File: src/rtl/memory_arbiter_pkg.sv
// Shared definitions for the two-port memory arbiter: FSM state encoding
// and port index constants.
package mem_arb_defs;

    typedef enum logic [1:0] {
        IDLE = 2'd0,
        GNT  = 2'd1,
        RESP = 2'd2
    } arb_state_e;

    localparam logic PORT_CPU = 1'b0;
    localparam logic PORT_DMA = 1'b1;

    // Burst counter width; large enough for the full legal MAX_BURST range.
    localparam int BURST_CNT_W = 8;

endpackage

File: src/rtl/memory_arbiter.sv
// Round-robin arbiter sharing one combinational-read memory between the
// CPU (port 0) and the boot loader / DMA (port 1). One access per grant,
// optional locked bursts capped at MAX_BURST consecutive grants.
//
// state | meaning
// IDLE  | no grant; pick owner from pending requests (prio breaks ties)
// GNT   | drive memory from owner; write commits / read captured at edge
// RESP  | ack to owner; continue locked burst or return to IDLE
module memory_arbiter
    import mem_arb_defs::*;
#(
    parameter int BUS_WIDTH = 32,
    parameter int MAX_BURST = 16
) (
    input  logic                 clk,
    input  logic                 rst,
    input  logic                 req0,
    input  logic                 we0,
    input  logic                 lock0,
    input  logic [BUS_WIDTH-1:0] addr0,
    input  logic [BUS_WIDTH-1:0] wdata0,
    output logic [BUS_WIDTH-1:0] rdata0,
    output logic                 ack0,
    input  logic                 req1,
    input  logic                 we1,
    input  logic                 lock1,
    input  logic [BUS_WIDTH-1:0] addr1,
    input  logic [BUS_WIDTH-1:0] wdata1,
    output logic [BUS_WIDTH-1:0] rdata1,
    output logic                 ack1,
    output logic                 mem_we,
    output logic [BUS_WIDTH-1:0] mem_a,
    output logic [BUS_WIDTH-1:0] mem_wd,
    input  logic [BUS_WIDTH-1:0] mem_rd
);

    localparam logic [BURST_CNT_W-1:0] BURST_MAX = BURST_CNT_W'(MAX_BURST);

    arb_state_e             state_q, state_d;
    logic                   owner_q, owner_d;
    logic                   prio_q, prio_d;
    logic [BURST_CNT_W-1:0] burst_q, burst_d;
    logic                   ack0_q, ack0_d;
    logic                   ack1_q, ack1_d;
    logic [BUS_WIDTH-1:0]   rdata0_q, rdata0_d;
    logic [BUS_WIDTH-1:0]   rdata1_q, rdata1_d;

    logic                   req_own;
    logic                   we_own;
    logic                   lock_own;
    logic [BUS_WIDTH-1:0]   addr_own;
    logic [BUS_WIDTH-1:0]   wdata_own;

    assign ack0   = ack0_q;
    assign ack1   = ack1_q;
    assign rdata0 = rdata0_q;
    assign rdata1 = rdata1_q;

    // Owner mux: select the granted port's request fields.
    always_comb begin
        if (owner_q == PORT_DMA) begin
            req_own   = req1;
            we_own    = we1;
            lock_own  = lock1;
            addr_own  = addr1;
            wdata_own = wdata1;
        end else begin
            req_own   = req0;
            we_own    = we0;
            lock_own  = lock0;
            addr_own  = addr0;
            wdata_own = wdata0;
        end
    end

    // Next-state, memory drive and response capture.
    always_comb begin
        state_d  = state_q;
        owner_d  = owner_q;
        prio_d   = prio_q;
        burst_d  = burst_q;
        ack0_d   = 1'b0;
        ack1_d   = 1'b0;
        rdata0_d = rdata0_q;
        rdata1_d = rdata1_q;
        mem_we   = 1'b0;
        mem_a    = '0;
        mem_wd   = '0;

        unique case (state_q)
            IDLE: begin
                if (req0 || req1) begin
                    state_d = GNT;
                    burst_d = '0;
                    if (req0 && req1) begin
                        owner_d = prio_q;
                    end else begin
                        owner_d = req1 ? PORT_DMA : PORT_CPU;
                    end
                end
            end
            GNT: begin
                mem_a   = addr_own;
                mem_wd  = wdata_own;
                // Reset must block the write that would commit on this edge.
                mem_we  = we_own & ~rst;
                if (owner_q == PORT_DMA) begin
                    rdata1_d = mem_rd;
                    ack1_d   = 1'b1;
                end else begin
                    rdata0_d = mem_rd;
                    ack0_d   = 1'b1;
                end
                prio_d  = ~owner_q;
                burst_d = burst_q + 1'b1;
                state_d = RESP;
            end
            RESP: begin
                if (lock_own && req_own && (burst_q < BURST_MAX)) begin
                    state_d = GNT;
                end else begin
                    state_d = IDLE;
                end
            end
            default: begin
                state_d = IDLE;
            end
        endcase
    end

    // State and response registers with synchronous reset.
    always_ff @(posedge clk) begin
        if (rst) begin
            state_q  <= IDLE;
            owner_q  <= PORT_CPU;
            prio_q   <= PORT_CPU;
            burst_q  <= '0;
            ack0_q   <= 1'b0;
            ack1_q   <= 1'b0;
            rdata0_q <= '0;
            rdata1_q <= '0;
        end else begin
            state_q  <= state_d;
            owner_q  <= owner_d;
            prio_q   <= prio_d;
            burst_q  <= burst_d;
            ack0_q   <= ack0_d;
            ack1_q   <= ack1_d;
            rdata0_q <= rdata0_d;
            rdata1_q <= rdata1_d;
        end
    end

endmodule

File: config.mk
export PLATFORM = sky130hd
export DESIGN_NAME = memory_arbiter
export DESIGN_NICKNAME = d
export VERILOG_FILES = /design/src/rtl/memory_arbiter_pkg.sv /design/src/rtl/memory_arbiter.sv
export SDC_FILE = /design/constraint.sdc
export NUM_CORES = 1
export LEC_CHECK = 0
export ABC_AREA = 0
export BUFFER_PORTS_ARGS = -buffer_cell sky130_fd_sc_hd__buf_4
export CORE_AREA = 5 5 112 114
export DETAILED_ROUTE_END_ITERATION = 12
export DIE_AREA = 0 0 117 119
export HOLD_SLACK_MARGIN = 0.15
export PLACE_DENSITY = 0.79
export RECOVER_POWER = 50
export SLEW_MARGIN = 5
export SYNTH_ARGS = -nofsm -noshare
export SYNTH_HDL_FRONTEND = slang
export SYNTH_SLANG_ARGS = --single-unit
File: constraint.sdc
create_clock -name clk -period 1.6 [get_ports clk]
set_input_delay 0.08 -clock clk [delete_from_list [all_inputs] [get_ports clk]]
set_output_delay 0.08 -clock clk [all_outputs]
set_load 0.03 [all_outputs]
Yosys cells after proc, flatten, opt, wreduce, memory -nomap -nowiden
Index checks and enable logic that the tools add are counted.
- register bits after elaboration: 78
- input port bits: 168
- output and inout port bits: 131
- word-level logic and storage cells: 45
- $add $sub $neg: 1
- order comparisons: 1
- equality and inequality tests: 3
- mux-type cells: 17
- bitwise logic cells: 4
- reduce and logical (&&, ||, !) cells: 11
- operators with widths (kind ; number):
    $mux 32 ; 4
    $pmux 8 s2 ; 1
    $mux 1 ; 9
    $add 8x1->8 const B ; 1
    $lt 8x5->1 const B ; 1
    $mux 8 ; 1
    $reduce_and 2->1 ; 4
    $pmux 2 s3 ; 1
    $logic_and 1x1->1 ; 3
    $not 1->1 ; 3
    $eq 2x1->1 const B ; 1
    $eq 2x2->1 const B ; 1
    $logic_not 2->1 ; 1
    $mux 2 ; 1
    $ne 2x2->1 const B ; 1
    $reduce_bool 2->1 ; 1
    $reduce_or 2->1 ; 1
    $and 1x1->1 ; 1
    $logic_or 1x1->1 ; 1

Longest topological paths before layout
- depth after elaboration: 5
- depth in mapped cells: 6
- mapped depth without buffers: 4

Least setup slack after synthesis
Ideal clock, no wire load.
- kind: flip-flop to output port
- start point: reg state_q[0]
- end point: out mem_a[11]
- data arrival time: 1.363 ns
- setup slack: 0.157 ns
- cell stages (with the launch flop): 7
- buffers on the path: 4
- cell sequence: dfxtp_1 buf_6 nand2b_1 buf_2 buf_2 buf_2 nor2_1
- word-level cells in the longest chain between the ends: 2
- ends and longest elaborated chain (what ; RTL line ; source):
    start: declaration ; memory_arbiter.sv:39 ; arb_state_e state_q, state_d;
    start signal: assignment ; memory_arbiter.sv:143 ; state_q <= state_d;
    $eq 2x1->1 ; memory_arbiter.sv:90 ; unique case (state_q)
    $mux 32 ; memory_arbiter.sv:90 ;
    end: declaration ; memory_arbiter.sv:32 ; output logic [BUS_WIDTH-1:0] mem_a,
Every way passes these cells.

Worst setup path in the final report
- start point: reg owner_q
- end point: out mem_wd[26]
- word-level cells in the longest chain between the ends: 2
- ends and longest elaborated chain (what ; RTL line ; source):
    start: declaration ; memory_arbiter.sv:40 ; logic owner_q, owner_d;
    start signal: assignment ; memory_arbiter.sv:144 ; owner_q <= owner_d;
    $mux 32 ; memory_arbiter.sv:61 ; if (owner_q == PORT_DMA) begin
    $mux 32 ; memory_arbiter.sv:90 ;
    end: declaration ; memory_arbiter.sv:33 ; output logic [BUS_WIDTH-1:0] mem_wd,
Every way passes these cells.

==> summary.md <==
| Metric | Value |
|---|---|
| Sequential Power Share | about a third |
| Proportion of layout cells with a drive suffix above 1 | a little over a third |
| N_diodes | 0 |
| Pint | roughly 0.0044 W |
| Initial antenna violation count | 0 |
| Crit path launch | owner_q$_SDFFE_PP0P_ |
| Switching part of the total | between 20 and 30% |
| DR iter-0 viols | 397 |
| Vias per cell | 4.89 |
| Syn Inst Count | around 510 |
| Die ar. | between 10000 and 15000 sq um |
| Hold path start | req1 |
| Skew final | approximately 0.0063 ns |
| Clock transition at path regs | approximately 0.060 ns |
| Peak Freq | just over 600 MHz |
| Top-count cell post-synth | nand2_1 |
| Yosys cell types | 36 |
| Via total after detailed routing | 4812 |
| I/O pins | around 300 |
| CTS buffer count | 9 |
| Share of the synthesized area in the top cell type | approximately 40% |
| Grt met2 use | approximately two fifths |
| Setup-failing EPs final | 1 |
| EDFF count, synth | 0 |
| Area leader, netlist | dfxtp_1 |
| RSZ-0062 raised after global routing | true |
| Placed cells | 923 |
| Setup WS pre-CTS | 0.175 ns |
| Critical R2R Launch | owner_q$_SDFFE_PP0P_ |
| DP HPWL | 11.5 mm |
| CTS Buffer Depth | 2 |
| Slew @ Worst Pin | ~0.53 ns |
| Clock Latency Late Sink | about 0.33 ns |
| Ys async rst share | 0% |
| WL final | about 16 mm |
| Yosys warns | 0 |
| TritonCTS clock tree | built |
| GPL Wtd Cong | slightly above 0.8 |
| LEAKAGE | about 3 nW |
| Final-report max-slew violation count | 0 |
| Clock power share | 37.9% |
| Fin crit period | between 1.5 and 2 ns |
| Drt pass-1 iters | 4 |
| Routed Antenna Nets | 0 |
| Max VDD drop | around 700 uV |
| Pin count of the biggest net entering global routing | between 50 and 60 |
| Fin util | 61.2% |
| Outcome | complete, but fails checks |
| Most used routing layer | met2 |
| Met3 Track Usage GR | 4.51% |
| Drt drc | 0 |
| Top cells by area, synth | dfxtp_1 (40%), mux2i_1 (17%), nand2_1 (9.4%), a21oi_1 (8.4%), nor2_1 (6.9%) |
| Final WS setup | -0.0104 ns |
| Met1 Use GR | 23.4% |
| Root Buffer | clkbuf_16 |
| Routed len/inst | 16.0 microns |
| Starting density of the core | 34.8% |
| Mapped Nets | 674 |
| Area Overhead vs Synth | 75.8% |
| Hold Crit Class | in2reg |
| Post-Synthesis Cell Area | 3940 sq um |
| PwrDens | roughly 880 nW/um^2 |
| H-tree depth | 3 |
| Vias in the first global route | 4888 |
| Synth Flop Type | dfxtp_1 |
| Worst Setup Start Kind | register |
| Required time of the critical path | approximately 1.5 ns |
| PortBufs | 298 |
| Avg Cell Area, Syn | between 7 and 8 sq um |
| Core Rows | 39 |
| Flops & latches, synth | about 80 |
| Core box area | around 11000 sq um |
| Max_slew headroom | 64.6% |
| Die W | between 100 and 150 microns |
| Power, Total | 0.00610 W |
| Crit path arrival time | between 1.5 and 2 ns |
| Max Cap Viol | 0 |
| Most frequent cells after synthesis | nand2_1 (99), dfxtp_1 (78), nor2_1 (72) |
| Comb power frac | 28.0% |
| Crit path kind | reg2out |
| Final worst-path cycle share | 101% |
| Final Hold Vio Count | 0 |
| First-pass GRT wire length | between 20 and 25 mm |
| WHS | between 0.15 and 0.2 ns |
| CP endpoint kind | output port |
| Overflow after GRT | 0 |
| NumNets Final | 1005 |
| Height of the die | 119 microns |
| Sequential fraction of the synthesis area | around 40% |
| P_sw | approximately 0.0017 W |
| Violated checks | setup timing |
| Post-Layout Cell Count | 984 |
| Clock Sinks | between 70 and 80 |
| GRT Resource Usage Total | between 20% and 30% |
| Critical path fanouts, max | 25 |
-- layout by cell type (no fill, tap or decap), types with 10 or more instances in the layout --
master / netlist / final
a21oi_1: 66 / 66
buf_4: 6 / 248
clkbuf_1: 15 / 71
clkbuf_16: 0 / 10
dfxtp_1: 78 / 75
dlygate4sd3_1: 0 / 33
mux2i_1: 67 / 62
nand2_1: 99 / 99
nor2_1: 72 / 72
o21ai_0: 36 / 36
-- timing repair --
action / in CTS / in global routing
gates cloned: 1 / 0
endpoints found under the setup margin: 65 / 51
pin swaps: 1 / 0
hold buffers: 33 / 0
hold endpoints to repair: 65 / 0
resized for setup: 7 / 9
buffers inserted: 4 / 7
-- sequential cells by signal (all words and copies together), names as in the netlist --
signal / cells
ack0: 1
state_q: 2
burst_q: 8
rdata0: 32
rdata1: 32
owner_q: 1
prio_q: 1
ack1: 1
-- metrics by stage --
step	setup TNS, ns	cell area (sq um)
floorplan	0	3940
global placement	0	6370
detailed placement	0	6370
CTS	-0.00631	7120
global route	-1.28	6920
finish	-0.0104	6920
-- cells by family after synthesis --
kind of cell	count (synthesis)	synth area share, %
buffers and inverters	48	5.94
muxes	67	17.0
DFF	78	39.6
AOI/OAI and AO/OA	116	16.0
adders and majority gates	1	0.318
and+or+nand+nor	195	21.1
-- power groups by stage --
stage                     clock [W]  combinational (W)  sequential, W
after CTS                   0.00235            0.00175        0.00208
after floorplan                   0           0.000753        0.00224
final                       0.00231            0.00171        0.00208
after global placement            0            0.00163        0.00212
after detailed placement          0            0.00164        0.00213
after global routing        0.00241            0.00183        0.00209
-- routing by layer --
metal	part of all wire [%]	up-vias
met5	0	-
met4	2.5	0
met3	7.4	29
met2	53	209
met1	37	2205
li1	-	2369
-- area by class of cell --
cell class | instances | area, sq um
clock buffers | 14 | 285
clock inverters | 2 | 60.1
fillers | 1032 | 4400
inverters | 4 | 15.0
multi-input cells | 379 | 2160
flip-flops and latches | 78 | 1570
well taps | 143 | 179
repair buffers | 364 | 2650
-- worst max-delay path: stages (launching register included) --
cell and delay, ns:
dfxtp_4 0.41, buf_4 0.29, mux2i_1 0.11, nor2_1 0.18
buf_4 0.20
-- final timing paths --
| path | endpoint | slack [ns] | cells after the start |
|---|---|---|---|
| worst min register to register | rdata1[24]$_SDFFE_PP0P_ | 0.45 | 2 |
| worst max-delay path | mem_wd[26] | -0.01 | 4 |
| worst min-delay path | owner_q$_SDFFE_PP0P_ | 0.17 | 4 |
| worst max register to register | rdata0[19]$_SDFFE_PP0P_ | 0.06 | 6 |
No activity file was read; power rests on OpenSTA's default activity.
